<file path="src/rtl/imem_loader_pkg.sv">
// Shared types and constants for the instruction-memory boot loader.
// The loader takes a host byte stream and writes it into the instruction memory.
package imem_loader_pkg;

  localparam int ADDR_W_DEFAULT = 8;
  localparam int DATA_W_FIXED   = 16;
  localparam int WORD_BYTES     = 2;

  typedef enum logic [2:0] {
    ST_IDLE = 3'd0,
    ST_LEN  = 3'd1,
    ST_HI   = 3'd2,
    ST_LO   = 3'd3,
    ST_CHK  = 3'd4,
    ST_DONE = 3'd5,
    ST_ERR  = 3'd6
  } state_e;

  // Running frame checksum: plain XOR over the data bytes
  function automatic logic [7:0] chk_fold(input logic [7:0] acc, input logic [7:0] b);
    return acc ^ b;
  endfunction

  function automatic logic is_receiving(input state_e s);
    logic r;
    case (s)
      ST_LEN, ST_HI, ST_LO, ST_CHK: r = 1'b1;
      default:                      r = 1'b0;
    endcase
    return r;
  endfunction

endpackage

</file>
<file path="src/rtl/imem_loader_if.sv">
// Host byte stream plus instruction-memory write port and CPU status.
// The master side is the host; the slave side is the loader.
interface imem_loader_if
  import imem_loader_pkg::*;
#(
  parameter int ADDR_W = ADDR_W_DEFAULT
);
  logic                    start;
  logic                    in_valid;
  logic [7:0]              in_byte;
  logic                    in_ready;
  logic                    wr_en;
  logic [ADDR_W-1:0]       wr_addr;
  logic [DATA_W_FIXED-1:0] wr_data;
  logic                    cpu_hold;
  logic                    done;
  logic                    error;

  modport master (
    output start, in_valid, in_byte,
    input  in_ready, wr_en, wr_addr, wr_data, cpu_hold, done, error
  );

  modport slave (
    input  start, in_valid, in_byte,
    output in_ready, wr_en, wr_addr, wr_data, cpu_hold, done, error
  );
endinterface

</file>
<file path="src/rtl/imem_loader.sv">
// Receives LEN / data words / CHK frames and writes the words into instruction memory,
// holding the CPU in reset until a frame with a good checksum has been loaded.
module imem_loader
  import imem_loader_pkg::*;
#(
  parameter int ADDR_W = ADDR_W_DEFAULT,
  parameter int DATA_W = DATA_W_FIXED
) (
  input  logic          clk,
  input  logic          reset,
  imem_loader_if.slave  bus
);

  if (DATA_W != DATA_W_FIXED) begin : g_bad_data_w
    $error("imem_loader: DATA_W must be 16");
  end

  state_e              state_q, state_d;
  logic [7:0]          hi_q, hi_d;
  logic [7:0]          chk_q, chk_d;
  logic [ADDR_W-1:0]   idx_q, idx_d;
  logic [ADDR_W-1:0]   last_q, last_d;
  logic                wr_en_q, wr_en_d;
  logic [ADDR_W-1:0]   wr_addr_q, wr_addr_d;
  logic [DATA_W-1:0]   wr_data_q, wr_data_d;
  logic                in_ready_q, in_ready_d;
  logic                cpu_hold_q, cpu_hold_d;
  logic                done_q, done_d;
  logic                error_q, error_d;
  logic                xfer;

  // in_ready_q always mirrors "state is LEN/HI/LO/CHK", so it gates the transfer directly
  assign xfer = bus.in_valid & in_ready_q;

  // Next-state, datapath and status decode
  always_comb begin
    state_d   = state_q;
    hi_d      = hi_q;
    chk_d     = chk_q;
    idx_d     = idx_q;
    last_d    = last_q;
    wr_en_d   = 1'b0;
    wr_addr_d = wr_addr_q;
    wr_data_d = wr_data_q;
    case (state_q)
      ST_IDLE, ST_DONE, ST_ERR: begin
        if (bus.start) begin
          state_d = ST_LEN;
          chk_d   = 8'h00;
          idx_d   = '0;
        end else begin
          state_d = state_q;
        end
      end
      ST_LEN: begin
        if (xfer) begin
          // LEN=0 encodes a full address-space frame
          last_d  = (bus.in_byte == 8'd0) ? {ADDR_W{1'b1}} : ADDR_W'(bus.in_byte - 8'd1);
          state_d = ST_HI;
        end else begin
          state_d = ST_LEN;
        end
      end
      ST_HI: begin
        if (xfer) begin
          hi_d    = bus.in_byte;
          chk_d   = chk_fold(chk_q, bus.in_byte);
          state_d = ST_LO;
        end else begin
          state_d = ST_HI;
        end
      end
      ST_LO: begin
        if (xfer) begin
          chk_d     = chk_fold(chk_q, bus.in_byte);
          wr_en_d   = 1'b1;
          wr_addr_d = idx_q;
          wr_data_d = {hi_q, bus.in_byte};
          if (idx_q == last_q) begin
            state_d = ST_CHK;
          end else begin
            idx_d   = idx_q + ADDR_W'(1);
            state_d = ST_HI;
          end
        end else begin
          state_d = ST_LO;
        end
      end
      ST_CHK: begin
        if (xfer) begin
          state_d = (bus.in_byte == chk_q) ? ST_DONE : ST_ERR;
        end else begin
          state_d = ST_CHK;
        end
      end
      default: begin
        state_d = ST_IDLE;
      end
    endcase
    in_ready_d = is_receiving(state_d);
    cpu_hold_d = (state_d != ST_DONE);
    done_d     = (state_d == ST_DONE);
    error_d    = (state_d == ST_ERR);
  end

  // State and registered outputs
  always_ff @(posedge clk or posedge reset) begin
    if (reset) begin
      state_q    <= ST_IDLE;
      hi_q       <= 8'h00;
      chk_q      <= 8'h00;
      idx_q      <= '0;
      last_q     <= '0;
      wr_en_q    <= 1'b0;
      wr_addr_q  <= '0;
      wr_data_q  <= '0;
      in_ready_q <= 1'b0;
      cpu_hold_q <= 1'b1;
      done_q     <= 1'b0;
      error_q    <= 1'b0;
    end else begin
      state_q    <= state_d;
      hi_q       <= hi_d;
      chk_q      <= chk_d;
      idx_q      <= idx_d;
      last_q     <= last_d;
      wr_en_q    <= wr_en_d;
      wr_addr_q  <= wr_addr_d;
      wr_data_q  <= wr_data_d;
      in_ready_q <= in_ready_d;
      cpu_hold_q <= cpu_hold_d;
      done_q     <= done_d;
      error_q    <= error_d;
    end
  end

  assign bus.in_ready = in_ready_q;
  assign bus.wr_en    = wr_en_q;
  assign bus.wr_addr  = wr_addr_q;
  assign bus.wr_data  = wr_data_q;
  assign bus.cpu_hold = cpu_hold_q;
  assign bus.done     = done_q;
  assign bus.error    = error_q;

endmodule

</file>
<file path="src/flat_wrapper.sv">
// flat-port wrapper written by rule: the top's interface ports become plain ports
module imem_loader_flat import imem_loader_pkg::*;
#(
  parameter int ADDR_W = ADDR_W_DEFAULT,
  parameter int DATA_W = DATA_W_FIXED
)
  (clk, reset, bus_start, bus_in_valid, bus_in_byte, bus_in_ready, bus_wr_en, bus_wr_addr, bus_wr_data, bus_cpu_hold, bus_done, bus_error);
  imem_loader_if #(.ADDR_W(ADDR_W)) bus_i ();
  input  logic clk;
  input  logic reset;
  input wire logic [$bits(bus_i.start)-1:0] bus_start;
  input wire logic [$bits(bus_i.in_valid)-1:0] bus_in_valid;
  input wire logic [$bits(bus_i.in_byte)-1:0] bus_in_byte;
  output wire logic [$bits(bus_i.in_ready)-1:0] bus_in_ready;
  output wire logic [$bits(bus_i.wr_en)-1:0] bus_wr_en;
  output wire logic [$bits(bus_i.wr_addr)-1:0] bus_wr_addr;
  output wire logic [$bits(bus_i.wr_data)-1:0] bus_wr_data;
  output wire logic [$bits(bus_i.cpu_hold)-1:0] bus_cpu_hold;
  output wire logic [$bits(bus_i.done)-1:0] bus_done;
  output wire logic [$bits(bus_i.error)-1:0] bus_error;
  assign bus_i.start = bus_start;
  assign bus_i.in_valid = bus_in_valid;
  assign bus_i.in_byte = bus_in_byte;
  assign bus_in_ready = bus_i.in_ready;
  assign bus_wr_en = bus_i.wr_en;
  assign bus_wr_addr = bus_i.wr_addr;
  assign bus_wr_data = bus_i.wr_data;
  assign bus_cpu_hold = bus_i.cpu_hold;
  assign bus_done = bus_i.done;
  assign bus_error = bus_i.error;
  imem_loader #(.ADDR_W(ADDR_W), .DATA_W(DATA_W)) u_core (.clk(clk), .reset(reset), .bus(bus_i));
endmodule
</file>
<file path="config.mk">
export PLATFORM = sky130hd
export DESIGN_NAME = imem_loader_flat
export DESIGN_NICKNAME = d
export VERILOG_FILES = /design/src/rtl/imem_loader_pkg.sv /design/src/rtl/imem_loader_if.sv /design/src/rtl/imem_loader.sv /design/src/flat_wrapper.sv
export SDC_FILE = /design/constraint.sdc
export NUM_CORES = 1
export LEC_CHECK = 0
export BUFFER_PORTS_ARGS = -buffer_cell sky130_fd_sc_hd__buf_4
export CORE_ASPECT_RATIO = 0.6
export CORE_MARGIN = 2
export CORE_UTILIZATION = 41
export DETAILED_ROUTE_END_ITERATION = 8
export PLACE_DENSITY = 0.57
export REMOVE_ABC_BUFFERS = 1
export SLEW_MARGIN = 20
export SYNTH_ARGS = -nofsm -noshare
export SYNTH_HDL_FRONTEND = slang
export SYNTH_SLANG_ARGS = --single-unit
</file>
<file path="constraint.sdc">
create_clock -name clk -period 2.3 [get_ports clk]
set_input_delay 0.345 -clock clk [delete_from_list [all_inputs] [get_ports clk]]
set_output_delay 0.345 -clock clk [all_outputs]
set_load 0.02 [all_outputs]
</file>
[After elaboration in Yosys (flattened, before gate mapping)]
Cells that the tools add are included.
Word-level totals
  memory bits (writable): 0
  register bits: 64
  ROM bits: 0
  memories: 0
  latch bits: 0
  logic and storage cells: 65
  bits of input ports: 12
Cells by class
  equality and inequality tests: 19
  bitwise gates (word level): 2
  div/mod/pow operators: 0
  reduce and logical (&&, ||, !) cells: 12
  add/sub/neg operators: 2
  muxes and demuxes: 18
  multipliers: 0
  shift operators: 0
  $lt $le $gt $ge: 0
Operator list (number)
  2-to-1 mux 8 bit: 5
  one-hot mux 8 bit (2 select lines): 2
  equality test 3 bit (second input constant): 6
  equality test 8 bit: 2
  one-hot mux 3 bit (5 select lines): 1
  equality test 3 x 2 -> 1 bit (second input constant): 4
  2-to-1 mux 3 bit: 4
  adder 8 x 1 -> 8 bit (second input constant): 1
  zero test 8 bit: 1
  subtractor 8 x 1 -> 8 bit (second input constant): 1
  bitwise XOR 8 bit: 1
  equality test 3 x 1 -> 1 bit (second input constant): 2
  AND reduction 2 bit: 3
  2-to-1 mux 1 bit: 4
  2-to-1 mux 2 bit: 2
  != test 2 x 1 -> 1 bit (second input constant): 2
  != test 2 bit (second input constant): 2
  AND reduction 4 bit: 1
  nonzero test 2 bit: 2
  OR reduction 4 bit: 1
  zero test 3 bit: 1
  != test 3 bit (second input constant): 1
  AND reduction 3 bit: 1
  OR reduction 3 bit: 1
  other kinds (2): 2

[Depth between registers and ports, before layout]
  depth after elaboration: 7
  mapped depth: 8

[Worst setup path before layout]
No wires, ideal clock.
  path kind: input to register
  start: input port bus_in_byte[3]
  end: register u_core.last_q[7]
  stages: 6
  data required time: 2213 ps
  library setup time: 87 ps
  buffers on the path: 1
  slack: 552 ps
  arrival time: 1662 ps
  cell sequence: buf_2 or4_4 nor4b_4 nor3_2 nor3b_1 a211oi_2
Between the ends
  word-level cells in the longest chain between the ends: 2
  elaborated cells between the ends (all ways): 3
Ends and longest elaborated chain
  from (decl): RTL line flat_wrapper.sv:13  | input wire logic [$bits(bus_i.in_byte)-1:0] bus_in_byte;
  subtractor 8 x 1 -> 8 bit / zero test 8 bit (equally long branches): RTL line imem_loader.sv:58  | last_d = (bus.in_byte == 8'd0) ? {ADDR_W{1'b1}} : ADDR_W'(bus.in_byte - 8'd1);
  2-to-1 mux 8 bit *: RTL line imem_loader.sv:58
  to (signal assigned): RTL line imem_loader.sv:126  | last_q <= last_d;
  to (decl): RTL line imem_loader.sv:22  | logic [ADDR_W-1:0] last_q, last_d;
Every way passes the cells marked *; elsewhere a longest branch is shown, timed or not.
A chain may end at the register's enable or synchronous reset.

[Worst setup path in the final report]
  start: register u_core.idx_q[2]
  end: register u_core.idx_q[1]
Between the ends
  word-level cells in the longest chain between the ends: 3
Ends and longest elaborated chain
  from (decl): RTL line imem_loader.sv:21  | logic [ADDR_W-1:0] idx_q, idx_d;
  from (signal assigned): RTL line imem_loader.sv:125  | idx_q <= idx_d;
  equality test 8 bit: RTL line imem_loader.sv:79  | if (idx_q == last_q) begin
  != test 2 bit (no line)
  AND reduction 4 bit (no line)
Every way passes these cells.

==> flow_summary.toml <==
[run_status]
outcome = "finished, final reports clean"

[clock_tree]
post_cts_buffers = 0
htree_levels = 3
cts_resized = 0
cts_buffers = 9
cts_max_path_buffers = 2
cts_tree = "built"
cts-hold-fix-buffers = 0
cts.sinks = 64
root_buffer = "clkbuf_16"
clk_latency_ns = 0.33
path_clk_slew_ns = 0.05

[detailed_routing]
post_drt_wl_per_cell_um = 14.5
drt_first_pass_iters = 4
viasPerCell = 5.02
drc = 0
drt-initial-drc-count = 142
wirelength_mm = 7.00
ant_nets = 0
vias = 2431

[power_and_ir_drop]
power_leakage_nw = 1.83
peakVddDrop_mv = 0.535
fin_total_pwr_mw = 4.72
p_per_area_mw_per_mm2 = 1230

[place]
io_buffers = 40
placed_cell_area_mm2 = 0.00354
dp_cells = 468
place_hpwl_mm = 5.05
gp_congestion = 0.825
pre_cts_ws_ns = 0.279

[grt]
grt_pass1_wl_mm = 11.6
antenna_found_initial = 0
grt_pass1_vias = 2262
grt.overflow.total = 0
grt_max_degree = 65
track_usage_pct = 18.9

[sta]
max_freq_mhz = 490
min_period_ns = 2.04
final-setup-viol-count = 0
worst_pin_slew_ns = 0.502
rsz0062_at_grt = "no"
finalHoldViolCount = 0
setup_ws_ns = 0.260
hold_slack_ns = 0.0869
post-route-period-util_pct = 88.7
tns_ns = 0
relSlewSlack_pct = 66.2
drv_slew = 0
skew_ns = 0.00549

[worst_setup_path]
worstPathCellList = "xor2_1, nor4_2, a21o_1, nand2_1, mux2_2"
critPathMaxStageDelay_ns = 0.45
crit_buf_inv = 0
crit_slowest_cell = "dfrtp_1"
r2r-start = "u_core.idx_q[2]$_DFFE_PP0P_"
cp-startpoint = "u_core.idx_q[2]$_DFFE_PP0P_"
start_kind = "register"
critPathTopFamily = "simple AND/OR/NAND/NOR gates"
cp-end-kind = "register"
cp_data_arrival_time_ns = 2.25
critPathMaxFanout = 15
criticalPathCategory = "reg2reg"
worstPathRequired_ns = 2.51

[yosys]
yosysTopAreaCell = "dfrtp_1"
ys_types = 43
synthCells = 329
syn_area_mm2 = 0.00308
synth_edf_count = 0
synth_area_per_cell_um2 = 9.37
yosys_register_bits = 64
ys_seq_area_share_pct = 52.0
yosys_warnings = 0
ys.flop_type = "dfrtp_1"
synth_top_area_share_pct = 51.1
yosysMostFrequentCell = "nand2_1"
synth_area_leaders = "dfrtp_1 (51%), nand2_1 (9.6%), xor2_1 (4.0%), o21ai_0 (3.6%), a21oi_1 (3.4%)"
async_reset_ff_share_pct = 100
synthTopCellsByCount = "nand2_1 (79), dfrtp_1 (63), o21ai_0 (22)"

[finish]
fin_cells = 484
final_area_mm2 = 0.00384
num_antenna_cells = 0
area_growth_syn_to_layout_pct = 24.6
drive_above_1_share_pct = 22.1
fin_nets = 390
fin_util_pct = 52.9

[die]
fp.dieArea_mm2 = 0.00825
start_util_pct = 42.4
ios = 41
row_count = 24
fp.dieW_um = 116
die_h_um = 71.2
core_area_mm2 = 0.00727

[flow_run]
maxCapViolCount = 0

[worst_hold_path]
hold_class = "in2async"
[layout make-up]
cell class / count / area (um^2)
Clock inverter: 3 / 40.0
Multi-Input combinational cell: 236 / 1360
Fill cell: 683 / 3430
Sequential cell: 64 / 1600
Tap cell: 104 / 130
Inverter: 11 / 41.3
Clock buffer: 13 / 260
Timing Repair Buffer: 53 / 410
[worst reg2reg max path, stage by stage, from the launching register on]
cell     delay (ns)
dfrtp_1        0.45
xor2_1         0.20
nor4_2         0.45
a21o_1         0.44
nand2_1        0.10
mux2_2         0.28
[routing by layer]
layer | GRT usage [%] | wire length, um | up-vias
met3 | 6.26 | 339 | 8
li1 | - | - | 1211
met1 | 29.8 | 3800 | 1148
met2 | 23.9 | 2780 | 64
met5 | 0 | 0 | -
met4 | 5.95 | 78 | 0
[cells by family (layout without fill, tap and decap cells)]
family / Yosys count / after routing / share of synthesized area [%]
AO/OA/AOI/OAI: 61 / 61 / 11.6
XOR/XNOR: 20 / 20 / 5.68
adder cells (fa/ha/maj): 3 / 3 / 1.22
buffers and inverters: 29 / 80 / 4.02
flip-flops: 64 / 64 / 52.0
multiplexers: 9 / 9 / 3.29
AND/OR/NAND/NOR: 143 / 143 / 22.2
[power breakdown]
group	switching (mW)	internal (mW)
combinational	0.850	0.670
sequential	0.299	1.55
clock	0.455	0.893
total	1.60	3.12
[path summary, 6_finish.rpt]
| kind | end | slack, ns | cells after the start |
|---|---|---|---|
| worst max-delay path | u_core.idx_q[1]$_DFFE_PP0P_ | 0.26 | 5 |
| worst min-delay path | u_core.bus.wr_data[10]$_DFFE_PP0P_ | 0.09 | 3 |
| worst max register to register | u_core.idx_q[1]$_DFFE_PP0P_ | 0.26 | 5 |
| worst min register to register | u_core.bus.wr_data[11]$_DFFE_PP0P_ | 0.46 | 2 |
| max in group asynchronous | u_core.bus.cpu_hold$_DFF_PP1_ | 1.89 | 3 |
| min in group clk | u_core.last_q[0]$_DFFE_PP0P_ | 0.27 | 2 |
[layout by cell type, fill, tap and decap left out, drive strengths merged, types with 10 or more instances in the layout]
cell | Yosys | layout
o21ai | 22 | 22
xor2 | 14 | 14
dfrtp | 63 | 63
nand2 | 79 | 79
nand3 | 10 | 10
buf | 8 | 53
a21oi | 21 | 21
nor2 | 18 | 18
inv | 11 | 11
clkbuf | 10 | 13
[flip-flops by register name, indices dropped and copies added (netlist names)]
name	flops
u_core.bus.wr_addr	8
u_core.bus.wr_en	1
u_core.last_q	8
u_core.bus.error	1
u_core.state_q	3
u_core.hi_q	8
u_core.bus.done	1
u_core.bus.in_ready	1
u_core.chk_q	8
u_core.idx_q	8
u_core.bus.cpu_hold	1
u_core.bus.wr_data	16
Power figures use the tool's default switching activity.
